--- src/rtl/sccb_responder.sv ---
// SCCB/I2C-style target emulating the OV7670 control port: 3-phase writes,
// 2-phase write + read, 256x8 register file, oversampled sioc/siod.
module sccb_responder #(
  parameter logic [7:0] DEV_ID      = 8'h42,
  parameter bit         ACK_EN      = 1'b1,
  parameter int         SYNC_STAGES = 2
) (
  input  logic        clk,
  input  logic        rst_n,
  input  logic        sioc,
  input  logic        siod_i,
  output logic        siod_oe,
  output logic        wr_valid,
  output logic [7:0]  wr_addr,
  output logic [7:0]  wr_data,
  output logic [15:0] write_count,
  output logic        busy,
  input  logic [7:0]  dbg_addr,
  output logic [7:0]  dbg_data,
  output logic [3:0]  dbg_state
);

  localparam int SS = (SYNC_STAGES < 2) ? 2 : SYNC_STAGES;

  typedef enum logic [3:0] {
    S_IDLE, S_ID, S_ID_ACK, S_SUBADDR, S_SUBADDR_ACK,
    S_WDATA, S_WDATA_ACK, S_RDATA, S_RD_MACK, S_IGNORE
  } state_t;

  // Bus handshake: bits are taken on the synced sioc rising edge; siod_oe only
  // moves on the synced sioc falling edge, so siod never changes while sioc is high.
  logic [SS-1:0] scl_sync_q, sda_sync_q;
  logic          scl_prev_q, sda_prev_q;
  logic          scl_s, sda_s;
  logic          scl_rise, scl_fall, start_det, stop_det;

  state_t        state_q, state_d;
  logic [3:0]    cnt_q, cnt_d;
  logic [7:0]    shreg_q, shreg_d;
  logic [7:0]    ptr_q, ptr_d;
  logic          oe_q, oe_d;
  logic          busy_q, busy_d;
  logic          rw_q, rw_d;
  logic          ackph_q, ackph_d;
  logic          wr_valid_q, wr_valid_d;
  logic [7:0]    wr_addr_q, wr_addr_d;
  logic [7:0]    wr_data_q, wr_data_d;
  logic [15:0]   wcnt_q, wcnt_d;
  logic          mem_we;
  logic [7:0]    mem_q [256];
  logic [7:0]    byte_in;
  logic [2:0]    bit_idx;

  assign scl_s     = scl_sync_q[SS-1];
  assign sda_s     = sda_sync_q[SS-1];
  assign scl_rise  = scl_s & ~scl_prev_q;
  assign scl_fall  = ~scl_s & scl_prev_q;
  assign start_det = scl_s & scl_prev_q & sda_prev_q & ~sda_s;
  assign stop_det  = scl_s & scl_prev_q & ~sda_prev_q & sda_s;
  assign byte_in   = {shreg_q[6:0], sda_s};
  assign bit_idx   = 3'd7 - cnt_q[2:0];

  // Synchronizers reset to the idle-bus level so reset release is never seen as an edge.
  always_ff @(posedge clk or negedge rst_n) begin
    if (!rst_n) begin
      scl_sync_q <= '1;
      sda_sync_q <= '1;
      scl_prev_q <= 1'b1;
      sda_prev_q <= 1'b1;
    end else begin
      scl_sync_q <= {scl_sync_q[SS-2:0], sioc};
      sda_sync_q <= {sda_sync_q[SS-2:0], siod_i};
      scl_prev_q <= scl_s;
      sda_prev_q <= sda_s;
    end
  end

  always_comb begin
    state_d    = state_q;
    cnt_d      = cnt_q;
    shreg_d    = shreg_q;
    ptr_d      = ptr_q;
    oe_d       = oe_q;
    busy_d     = busy_q;
    rw_d       = rw_q;
    ackph_d    = ackph_q;
    wr_valid_d = 1'b0;
    wr_addr_d  = wr_addr_q;
    wr_data_d  = wr_data_q;
    wcnt_d     = wcnt_q;
    mem_we     = 1'b0;

    if (stop_det) begin
      state_d = S_IDLE;
      oe_d    = 1'b0;
      busy_d  = 1'b0;
      ackph_d = 1'b0;
    end else if (start_det) begin
      // Repeated start keeps the pointer for the write-then-read sequence.
      state_d = S_ID;
      cnt_d   = 4'd0;
      oe_d    = 1'b0;
      busy_d  = 1'b1;
      ackph_d = 1'b0;
    end else begin
      unique case (state_q)
        S_ID, S_SUBADDR, S_WDATA: begin
          if (scl_rise) begin
            shreg_d = byte_in;
            cnt_d   = cnt_q + 4'd1;
            if (cnt_q == 4'd7) begin
              cnt_d = 4'd0;
              if (state_q == S_ID) begin
                rw_d    = byte_in[0];
                state_d = (byte_in[7:1] == DEV_ID[7:1]) ? S_ID_ACK : S_IGNORE;
              end else if (state_q == S_SUBADDR) begin
                ptr_d   = byte_in;
                state_d = S_SUBADDR_ACK;
              end else begin
                mem_we     = 1'b1;
                wr_valid_d = 1'b1;
                wr_addr_d  = ptr_q;
                wr_data_d  = byte_in;
                wcnt_d     = (wcnt_q == 16'hFFFF) ? wcnt_q : wcnt_q + 16'd1;
                ptr_d      = ptr_q + 8'd1;
                state_d    = S_WDATA_ACK;
              end
            end
          end
        end
        S_ID_ACK, S_SUBADDR_ACK, S_WDATA_ACK: begin
          if (scl_fall) begin
            if (!ackph_q) begin
              oe_d    = ACK_EN;
              ackph_d = 1'b1;
            end else begin
              oe_d    = 1'b0;
              ackph_d = 1'b0;
              if (state_q != S_ID_ACK) begin
                state_d = S_WDATA;
              end else if (rw_q) begin
                // The ACK release edge is also where the first read bit goes out.
                oe_d    = ~mem_q[ptr_q][7];
                cnt_d   = 4'd1;
                state_d = S_RDATA;
              end else begin
                state_d = S_SUBADDR;
              end
            end
          end
        end
        S_RDATA: begin
          if (scl_fall) begin
            if (cnt_q == 4'd8) begin
              oe_d    = 1'b0;
              cnt_d   = 4'd0;
              ptr_d   = ptr_q + 8'd1;
              state_d = S_RD_MACK;
            end else begin
              oe_d  = ~mem_q[ptr_q][bit_idx];
              cnt_d = cnt_q + 4'd1;
            end
          end
        end
        S_RD_MACK: begin
          if (scl_rise) begin
            cnt_d   = 4'd0;
            state_d = sda_s ? S_IGNORE : S_RDATA;
          end
        end
        default: ;
      endcase
    end
  end

  always_ff @(posedge clk or negedge rst_n) begin
    if (!rst_n) begin
      state_q    <= S_IDLE;
      cnt_q      <= 4'd0;
      shreg_q    <= 8'h00;
      ptr_q      <= 8'h00;
      oe_q       <= 1'b0;
      busy_q     <= 1'b0;
      rw_q       <= 1'b0;
      ackph_q    <= 1'b0;
      wr_valid_q <= 1'b0;
      wr_addr_q  <= 8'h00;
      wr_data_q  <= 8'h00;
      wcnt_q     <= 16'h0000;
    end else begin
      state_q    <= state_d;
      cnt_q      <= cnt_d;
      shreg_q    <= shreg_d;
      ptr_q      <= ptr_d;
      oe_q       <= oe_d;
      busy_q     <= busy_d;
      rw_q       <= rw_d;
      ackph_q    <= ackph_d;
      wr_valid_q <= wr_valid_d;
      wr_addr_q  <= wr_addr_d;
      wr_data_q  <= wr_data_d;
      wcnt_q     <= wcnt_d;
    end
  end

  always_ff @(posedge clk or negedge rst_n) begin
    if (!rst_n) begin
      for (int i = 0; i < 256; i++) mem_q[i] <= 8'h00;
    end else if (mem_we) begin
      mem_q[ptr_q] <= byte_in;
    end
  end

  assign siod_oe     = oe_q;
  assign wr_valid    = wr_valid_q;
  assign wr_addr     = wr_addr_q;
  assign wr_data     = wr_data_q;
  assign write_count = wcnt_q;
  assign busy        = busy_q;
  assign dbg_data    = mem_q[dbg_addr];
  assign dbg_state   = state_q;

endmodule

--- config.mk ---
export PLATFORM = sky130hd
export DESIGN_NAME = sccb_responder
export DESIGN_NICKNAME = d
export VERILOG_FILES = /design/src/rtl/sccb_responder.sv
export SDC_FILE = /design/constraint.sdc
export NUM_CORES = 2
export LEC_CHECK = 0
export ABC_CLOCK_PERIOD_IN_PS = 10300
export BUFFER_PORTS_ARGS = -buffer_cell sky130_fd_sc_hd__buf_2
export CORE_UTILIZATION = 35
export DETAILED_ROUTE_END_ITERATION = 8
export GPL_TIMING_DRIVEN = 0
export SKIP_CTS_REPAIR_TIMING = 1
export SYNTH_ARGS = -nofsm -noshare
export SYNTH_HDL_FRONTEND = slang
export SYNTH_SLANG_ARGS = --single-unit
--- constraint.sdc ---
create_clock -name clk -period 10.3 [get_ports clk]
set_input_delay 0.515 -clock clk [delete_from_list [all_inputs] [get_ports clk]]
set_output_delay 0.515 -clock clk [all_outputs]
set_load 0.02 [all_outputs]
==> summary.md <==
| Metric | Value |
|---|---|
| Status | `finished, violations left` |
| Failing checks | `capacitance limit, slew limit` |
| Die area | `324000 um^2` |
| Final setup viols | `0` |
| Most common cell in the netlist | `dfrtp_1` |
| CTS buffer count | `around 240` |
| Maximum vdd drop | `approximately 0.24 mV` |
| Syn_area_per_cell | `around 16 um^2` |
| Sink Count | `between 2000 and 2500` |
| Via/cell ratio | `around 7` |
| Clk_skew | `85.6 ps` |
| Total global routing overflow | `0` |
| TNS Setup | `0 ps` |
| Post-synth EDFFs | `0` |
| CTS tree | `built` |
| Post-synth top cells | `2108 x dfrtp_1, 2075 x mux2_2, 1176 x mux4_2` |
| DR vias | `around 85000` |
| Initial antenna violation count | `~120` |
| Design Power | `about 27 mW` |
| Final min period | `about 9000 ps` |
| CP max-delay cell | `nand2_1` |
| Multi-input gate area | `~57000 um^2` |
| Synthesized Nets | `a little over 7000` |
| Crit-path cells | `buf_4, buf_6, buf_4, buf_4, buf_4, buf_2, buf_2, inv_1, ha_1, clkbuf_1, nand2_1, nor2_1, mux2_2` |
| Vias in the first global route | `between 80000 and 90000` |
| Crit path largest cell delay | `between 1000 and 1500 ps` |
| Hold WC Path Type | `input port to async pin` |
| # nets final | `between 7000 and 8000` |
| Share of layout cells above drive strength 1 | `0.539` |
| Routability cong. | `roughly 1.1` |
| Synth async-reset ratio | `1.00` |
| Core area | `around 320000 um^2` |
| Yosys warns | `0` |
| H-tree lvl count | `4` |
| DR iter-0 viols | `around 13000` |
| Pleak | `56.8 nW` |
| Routed Antenna Nets | `0` |
| Slew margin rel. | `-0.144` |
| Netlist Area Pre-Place | `about 110000 um^2` |
| Synth top area cells | `dfrtp_1 47%, mux4_2 23%, mux2_2 21%, clkbuf_1 1.3%, mux2i_1 1.1%` |
| Max FO, Critical Path | `10` |
| Sequential area share after synthesis | `0.469` |
| Crit Path Category | `flip-flop to flip-flop` |
| DRT Wirelength | `636 mm` |
| Total GRT Usage | `0.388` |
| Synth cell types | `75` |
| Synth Flop Type | `dfrtp_1` |
| Crit path launch type | `flip-flop` |
| Synth area leader | `dfrtp_1` |
| Dpl cells | `roughly 12000` |
| Cells after Synth | `7156` |
| Hpwl dp | `approximately 460 mm` |
| RSZ-0062 raised after global routing | `false` |
| I/O Pins | `slightly below 60` |
| PwrDens | `207 nW/um^2` |
| Data arrival, critical path | `roughly 9900 ps` |
| Worst-case clock buffer depth | `4` |
| Fillers | `29622` |
| Hold violation total from the final report | `0` |
| Chip height | `570 um` |
| CP endpoint kind | `flip-flop` |
| Fmax | `around 0.11 GHz` |
| Post-Layout Cell Count | `about 12000` |
| FF+latch area | `roughly 53000 um^2` |
| Largest net degree at the start of global routing | `between 150 and 200` |
| Initial Util | `0.352` |
| Most frequent CP cell | `buf_4` |
| First-pass GRT wire length | `around 820 mm` |
| Final period utilization | `0.877` |
| DR WL/cell | `about 52 um` |
| Pre-Repair DR Iteration Count | `8` |
| CTS Root Buffer Type | `clkbuf_16` |
| Max Cap Viol | `29` |
| I/O Buffers | `51` |
| #FFs+latches synth | `about 2100` |
| Core Rows | `between 200 and 250` |
| Area grow syn2layout | `13.7%` |
| Die span in x | `570 um` |
| Yosys top cell area share | `0.468` |
| Worst-path clk slew | `70 ps` |
| Slew Viols, Final | `210` |
| # DRC | `0` |
| Clk_lat worst skew | `approximately 1000 ps` |
| Critical Path RT | `about 11000 ps` |
| Slew @ Worst Pin | `approximately 1700 ps` |
[final timing paths]
path                       cells after the start  slack [ps]                    start                       to
max                                           13        1260     ptr_q[1]$_DFFE_PN0P_  mem_q[1051]$_DFFE_PN0P_
min                                            2         110                    rst_n  mem_q[2014]$_DFFE_PN0P_
max reg2reg                                   13        1260     ptr_q[1]$_DFFE_PN0P_  mem_q[1051]$_DFFE_PN0P_
min reg2reg                                    0         350  sda_sync_q[0]$_DFF_PN1_  sda_sync_q[1]$_DFF_PN1_
max in group asynchronous                      7        6250                    rst_n  mem_q[1002]$_DFFE_PN0P_
min in group clk                               2         190                     sioc  scl_sync_q[0]$_DFF_PN1_
[cell usage in the layout (no fill, tap or decap), types with 45 or more instances in the layout]
cell          n
a21oi_1      54
a22oi_1      80
buf_2       193
buf_4        52
clkbuf_1    374
clkbuf_16   244
clkbuf_2     71
clkbuf_8     62
clkinv_2     51
dfrtp_1    2108
diode_2     124
mux2_2     2075
mux2i_1     128
mux4_2     1176
nand2_1     272
nor2_1      106
nor2_2       82
o21ai_0      45
[kinds of logic (layout without fill, tap and decap cells)]
logic type | count (synthesis) | in the layout | synth area share
xor+xnor | 19 | 19 | 0.00148
other cells | 0 | 124 | 0
compound gates | 347 | 347 | 0.0214
simple gates | 654 | 654 | 0.0279
flops | 2114 | 2114 | 0.469
mux | 3379 | 3379 | 0.454
fa+ha+maj | 7 | 7 | 0.000777
buf+inv | 636 | 1186 | 0.0256
[final cells by class]
cell class / instances / share of cell area
buffer: 626 / 0.0231
clock buffer: 359 / 0.0558
sequential: 2114 / 0.413
tap: 4305 / 0.0420
timing repair buffer: 103 / 0.0105
inverter: 10 / 0.000293
antenna: 124 / 0.00242
clock inverter: 88 / 0.00843
multi-input combinational: 4406 / 0.445
[worst max-delay path: cells and delay by family, from the launching register on]
| family | cells | cell delay [ps] |
|---|---|---|
| buffers and inverters | 9 | 5270 |
| and+or+nand+nor | 2 | 2070 |
| muxes | 1 | 490 |
| adders and majority gates | 1 | 390 |
| DFF | 1 | 390 |
[power breakdown]
group / leakage, nW / switching, mW / internal [mW]
registers: 29.5 / 0.0397 / 8.34
clock network: 4.06 / 3.95 / 5.21
logic: 23.3 / 7.43 / 1.58
[flip-flops by register name, summed over array words and instances, names as in the netlist]
register	cells
ackph_q	1
mem_q	2048
busy	1
scl_sync_q	2
wr_addr	8
scl_prev_q	1
write_count	16
sda_sync_q	2
wr_valid	1
cnt_q	4
rw_q	1
dbg_state	4
sda_prev_q	1
wr_data	8
siod_oe	1
shreg_q	7
ptr_q	8
[routing by layer]
layer  up-vias  global-route usage  routed length [um]
met3      2269               0.193               93600
met4        26               0.344               65800
li1      28893                   -                   -
met5         -             0.00283                 185
met2      7807               0.515              254000
met1     45779               0.459              222000
[per-stage QoR]
step           hold WS [ps]   util  worst slack, ps  cell area (um^2)
2_1_floorplan           219      -             6620            113000
3_3_place_gp            347  0.369           -38980            118000
3_5_place_dp            348  0.373             2130            120000
4_1_cts                -475  0.399             2080            128000
5_1_grt                 175  0.399             1970            128000
6_report                109  0.400             1260            128000
Note: power is estimated with default switching activity, not from simulation.
